**config.mk**
```make
export PLATFORM = sky130hd
export DESIGN_NAME = mc_req_arbiter
export DESIGN_NICKNAME = d
export VERILOG_FILES = /design/src/rtl/mc_req_arbiter.sv
export SDC_FILE = /design/constraint.sdc
export NUM_CORES = 1
export LEC_CHECK = 0
export CAP_MARGIN = 20
export CORE_AREA = 4 4 167 169
export DETAILED_ROUTE_END_ITERATION = 10
export DIE_AREA = 0 0 171 173
export PLACE_DENSITY_LB_ADDON = 0.25
export SLEW_MARGIN = 20
export SYNTH_ARGS = -nofsm -noshare
export SYNTH_HDL_FRONTEND = slang
export SYNTH_SLANG_ARGS = --single-unit
```
**constraint.sdc**
```tcl
create_clock -name clk -period 2.7 [get_ports clk]
set_input_delay 0.405 -clock clk [delete_from_list [all_inputs] [get_ports clk]]
set_output_delay 0.405 -clock clk [all_outputs]
set_load 0.005 [all_outputs]
```
**src/rtl/mc_req_arbiter.sv**
```systemverilog
// Memory-request arbiter for the SpMV engine: shares one coprocessor request port
// between RAM preload, A-stream, X-gather loads and Y stores, with read credits and drain.
module mc_req_arbiter #(
    parameter int unsigned MAX_OUTSTANDING = 64,
    parameter int unsigned CREDIT_W        = 8,
    parameter int unsigned STARVE_LIMIT    = 8
) (
    input  logic                clk,
    input  logic                reset,
    input  logic                ram_req_valid,
    input  logic [47:0]         ram_req_vadr,
    output logic                ram_req_ready,
    input  logic                a_req_valid,
    input  logic [47:0]         a_req_vadr,
    output logic                a_req_ready,
    input  logic                x_req_valid,
    input  logic [47:0]         x_req_vadr,
    input  logic [4:0]          x_req_count,
    output logic                x_req_ready,
    input  logic                st_req_valid,
    input  logic [47:0]         st_req_vadr,
    input  logic [63:0]         st_req_data,
    output logic                st_req_ready,
    input  logic                drain,
    input  logic                mc_rd_rq_stall,
    input  logic                mc_wr_rq_stall,
    input  logic                mc_rsp_push,
    input  logic [31:0]         mc_rsp_rdctl,
    output logic                mc_req_ld,
    output logic                mc_req_st,
    output logic [47:0]         mc_req_vadr,
    output logic [63:0]         mc_req_wrd_rdctl,
    output logic [CREDIT_W-1:0] outstanding,
    output logic                drained,
    output logic                err_underflow
);

    typedef enum logic [1:0] {
        RUN   = 2'd0,
        DRAIN = 2'd1,
        DONE  = 2'd2
    } state_t;

    localparam int unsigned          SW         = $clog2(STARVE_LIMIT + 1);
    localparam logic [CREDIT_W-1:0]  MAX_CRED   = CREDIT_W'(MAX_OUTSTANDING);
    localparam logic [SW-1:0]        STARVE_MAX = SW'(STARVE_LIMIT);

    state_t               state, state_nx;
    logic [1:0]           rr_ptr, rr_nx;
    logic [SW-1:0]        starve_cnt, starve_nx;
    logic                 ld_ok, any_ld, st_elig, st_grant, ld_grant, rsp_dec;
    logic [2:0]           ld_elig, ld_onehot;
    logic [1:0]           ld_sel;
    logic [CREDIT_W-1:0]  out_nx;
    logic                 err_nx;
    logic [47:0]          vadr_nx;
    logic [63:0]          wrd_nx;
    logic                 unused_rdctl;

    // Only the response-class bits matter for credit return.
    assign unused_rdctl = ^mc_rsp_rdctl[31:2];

    always_comb begin
        // Readies are forced low while reset is held.
        ld_ok    = reset && !mc_rd_rq_stall && (outstanding < MAX_CRED) && (state == RUN);
        ld_elig  = {x_req_valid, a_req_valid, ram_req_valid} & {3{ld_ok}};
        any_ld   = |ld_elig;
        st_elig  = reset && st_req_valid && !mc_wr_rq_stall;
        st_grant = st_elig && !((starve_cnt == STARVE_MAX) && any_ld);
        ld_grant = any_ld && !st_grant;

        case (rr_ptr)
            2'd1:    ld_sel = ld_elig[1] ? 2'd1 : (ld_elig[2] ? 2'd2 : 2'd0);
            2'd2:    ld_sel = ld_elig[2] ? 2'd2 : (ld_elig[0] ? 2'd0 : 2'd1);
            default: ld_sel = ld_elig[0] ? 2'd0 : (ld_elig[1] ? 2'd1 : 2'd2);
        endcase

        ld_onehot = '0;
        if (ld_grant) ld_onehot[ld_sel] = 1'b1;

        rr_nx = rr_ptr;
        if (ld_grant) rr_nx = (ld_sel == 2'd2) ? 2'd0 : ld_sel + 2'd1;

        starve_nx = starve_cnt;
        if (ld_grant || !any_ld)
            starve_nx = '0;
        else if (st_grant && (starve_cnt != STARVE_MAX))
            starve_nx = starve_cnt + 1'b1;

        rsp_dec = mc_rsp_push && (mc_rsp_rdctl[1:0] != 2'b11);
        out_nx  = outstanding;
        err_nx  = err_underflow;
        if (ld_grant && !rsp_dec) begin
            out_nx = outstanding + 1'b1;
        end else if (!ld_grant && rsp_dec) begin
            if (outstanding == '0) err_nx = 1'b1;
            else                   out_nx = outstanding - 1'b1;
        end

        vadr_nx = '0;
        wrd_nx  = '0;
        if (st_grant) begin
            vadr_nx = st_req_vadr;
            wrd_nx  = st_req_data;
        end else if (ld_onehot[0]) begin
            vadr_nx = ram_req_vadr;
            wrd_nx  = 64'h2;
        end else if (ld_onehot[1]) begin
            vadr_nx = a_req_vadr;
            wrd_nx  = 64'h0;
        end else if (ld_onehot[2]) begin
            vadr_nx = x_req_vadr;
            wrd_nx  = {57'h0, x_req_count, 2'h1};
        end

        state_nx = state;
        case (state)
            RUN:     if (drain) state_nx = DRAIN;
            DRAIN:   if (!drain) state_nx = RUN;
                     else if ((outstanding == '0) && !mc_req_ld) state_nx = DONE;
            DONE:    if (!drain) state_nx = RUN;
            default: state_nx = RUN;
        endcase
    end

    assign ram_req_ready = ld_onehot[0];
    assign a_req_ready   = ld_onehot[1];
    assign x_req_ready   = ld_onehot[2];
    assign st_req_ready  = st_grant;
    assign drained       = (state == DONE);

    always_ff @(posedge clk) begin
        if (!reset) begin
            state            <= RUN;
            rr_ptr           <= 2'd0;
            starve_cnt       <= '0;
            outstanding      <= '0;
            err_underflow    <= 1'b0;
            mc_req_ld        <= 1'b0;
            mc_req_st        <= 1'b0;
            mc_req_vadr      <= '0;
            mc_req_wrd_rdctl <= '0;
        end else begin
            state            <= state_nx;
            rr_ptr           <= rr_nx;
            starve_cnt       <= starve_nx;
            outstanding      <= out_nx;
            err_underflow    <= err_nx;
            mc_req_ld        <= ld_grant;
            mc_req_st        <= st_grant;
            mc_req_vadr      <= vadr_nx;
            mc_req_wrd_rdctl <= wrd_nx;
        end
    end

endmodule

```
==> summary.md <==
| Metric | Value |
|---|---|
| Crit Path Class | `input pin to output pin` |
| Starting density of the core | `0.213` |
| PwrDens | `615 nW/um^2` |
| Max-cap violation count | `0` |
| CP Launch Type | `input pin` |
| Synth area leader | `dfxtp_1` |
| Site Rows | `60` |
| Finished Cell Area | `11200 um^2` |
| Wirelength per Cell | `16.9 um` |
| Core ar. | `26600 um^2` |
| Crit Path Max Fanout | `4` |
| Largest net degree at the start of global routing | `86` |
| Clock tree buffer depth | `2` |
| Register area share after synthesis | `0.463` |
| CP required | `2.30 ns` |
| Area occupied by multi-input gates | `2790 um^2` |
| Post-place setup slack | `-0.529 ns` |
| Clock power frac | `0.348` |
| Vias | `5820` |
| Mean Syn Cell Area | `9.38 um^2` |
| Post-route setup slack | `0.101 ns` |
| Maximum VDD drop | `347 uV` |
| Antenna cells | `0` |
| Initial antenna violation count | `0` |
| Reg area | `2630 um^2` |
| Synth top area cells | `dfxtp_1 46%, and2_1 12%, mux2i_1 8.8%` |
| Drt first pass iters | `4` |
| Post-DP HPWL | `18300 um` |
| Critical Path Sink Type | `output pin` |
| Power share of the sequential group | `0.324` |
| Final slew viol count | `0` |
| H-tree depth | `4` |
| Psw | `2080 uW` |
| R2R Setup Slk | `0.13 ns` |
| Total gr overflow | `0` |
| Fmax | `385 MHz` |
| Final core area utilization | `0.420` |
| Layout cell share with drive strength beyond 1 | `0.125` |
| Endpoints failing setup | `0` |
| Final min period | `2.60 ns` |
| Iter 0 DRT Violations | `175` |
| Layout area overhead | `97.3%` |
| Top FF cell, synth | `dfxtp_1` |
| Yosys cell types | `51` |
| Clock Skews | `0.0168 ns` |
| First-pass GRT wire length | `34600 um` |
| Via/cell ratio | `4.15` |
| Die area | `29600 um^2` |
| RSZ-0062 raised after global routing | `yes` |
| Die X | `171 um` |
| Syn nets | `920` |
| HP Class | `input pin to flop` |
| Clk Latency, worst-skew pair | `0.42 ns` |
| Period utilization | `0.963` |
| Pleak | `0.00472 uW` |
| Final GP Congestion | `0.860` |
| CTS buffer count | `17` |
| Slew HR | `0.718` |
| Seq cells post-synth | `131` |
| Synth top area share | `0.463` |
| Post-synth EDFFs | `0` |
| Top post-synthesis cells by count | `131 x dfxtp_1, 106 x and2_1, 71 x nand2_1` |
| Hold buffer count at cts | `0` |
| # nets final | `1363` |
| Total I/O pin count | `431` |
| Clk sink count | `131` |
| CTS tree | `done` |
| Final hold vios | `0` |
| Die Y | `173 um` |
| Synthesized area | `5660 um^2` |
| I/O Buffers | `400` |
| Final wirelength | `23600 um` |
| Remaining DRCs | `0` |
| Internal power | `4800 uW` |
| Filler cells | `2642` |
| Combinational cell fraction of total power | `0.328` |
| Vias in the first global route | `5825` |
| Slew @ Worst Pin | `0.419 ns` |
| WP data arrival | `2.19 ns` |
| Net switching fraction of the power | `0.302` |
| GR Util All Layers | `0.152` |
| Status | `complete, no violations` |
| Clock root buffer | `clkbuf_16` |
| WHS | `0.452 ns` |
| Cell with the most instances after synthesis | `dfxtp_1` |
| Mapped Cells | `604` |
| YS warnings | `0` |
| Clock-pin slew on the worst setup and hold paths | `0.06 ns` |
| Asr flop ratio synth | `0` |
| Routed Antenna Nets | `0` |
| Area after DPL | `10400 um^2` |
-- placed cells by master, fill, tap and decap left out, types with 2 or more instances in the layout --
cell type,Yosys,final
clkdlybuf4s50_1,0,394
dfxtp_1,131,125
and2_1,106,106
nand2_1,71,70
inv_1,62,60
buf_4,2,56
mux2i_1,50,50
o221ai_1,48,48
clkbuf_16,0,17
nor2_1,13,11
nand2b_1,8,7
dfxtp_2,0,6
a22o_1,5,5
ha_4,0,5
inv_6,0,5
inv_8,0,5
xnor2_1,4,4
xor2_1,4,4
a21boi_1,5,4
ha_1,12,4
dlygate4sd2_1,0,4
o2111ai_2,0,3
a21oi_4,0,3
a21oi_1,5,3
clkinv_8,0,3
nand3_1,5,3
ha_2,0,3
buf_12,0,3
inv_2,1,2
nand3_2,0,2
o21ai_1,2,2
a21o_1,2,2
o22ai_1,2,2
-- layer usage --
layer,global-route usage,share of wire,vias up
met2,0.270,0.50,252
met1,0.172,0.39,2639
met4,0.0449,0.016,0
li1,-,-,2907
met3,0.0489,0.089,22
met5,0,0,-
-- power by group through the flow --
stage          sequential [uW]  clock (uW)  combinational, uW
2_1_floorplan             2250           0                885
3_3_place_gp              2250           0               2040
3_5_place_dp              2250           0               2050
4_1_cts                   2210        2500               2110
5_1_grt                   2240        2560               2450
6_report                  2220        2400               2250
-- through the flow --
step	total power [uW]	setup TNS, ns	instances
after detailed placement	4310	-6.30	1364
after global placement	4300	-4.97	1364
after global routing	7250	-0.0673	1401
final	6870	0	1401
after floorplan	3140	0	604
after CTS	6830	-0.0352	1399
-- timing repair --
action	4_1_cts	5_1_grt
endpoints found under the setup margin	7	7
gates resized for setup	16	35
pin swaps	6	9
buffers inserted	3	2
-- registers in the layout, summed over array words and instances, names as in the netlist --
| signal | count |
|---|---|
| err_underflow | 1 |
| mc_req_wrd_rdctl | 64 |
| mc_req_ld | 1 |
| starve_cnt | 4 |
| rr_ptr | 2 |
| state | 2 |
| mc_req_st | 1 |
| mc_req_vadr | 48 |
| outstanding | 8 |
-- worst max-delay path, stage by stage --
cell	delay, ns
clkdlybuf4s50_1	0.41
buf_4	0.15
or2_2	0.30
a31o_2	0.21
a22oi_2	0.22
buf_4	0.16
nor3_4	0.04
dlygate4sd2_1	0.29
-- path summary, 6_finish.rpt --
path	start	depth (start not counted)	endpoint
min reg2reg	state[1]	1	state[0]
min	reset	2	rr_ptr[1]
max reg2reg	starve_cnt[0]	15	outstanding[7]
max	ram_req_valid	8	x_req_ready
-- layout make-up --
class | instances | share of cell area
repair buffers | 459 | 0.401
multi-input cells | 375 | 0.249
flip-flops and latches | 131 | 0.235
well taps | 341 | 0.0382
clock buffers | 17 | 0.0381
inverters | 63 | 0.0223
clock inverters | 15 | 0.0160
-- cell families (layout without fill, tap and decap cells) --
kind of cell	after synthesis	after routing	share of synthesized area
DFF	131	131	0.463
muxes	50	50	0.0884
xor gates and xnor gates	8	8	0.0124
and+or+nand+nor	221	221	0.211
buffers and inverters	98	554	0.0751
adders and majority gates	13	13	0.0300
AOI/OAI and AO/OA	83	83	0.120
No activity file was read; power rests on OpenSTA's default activity.
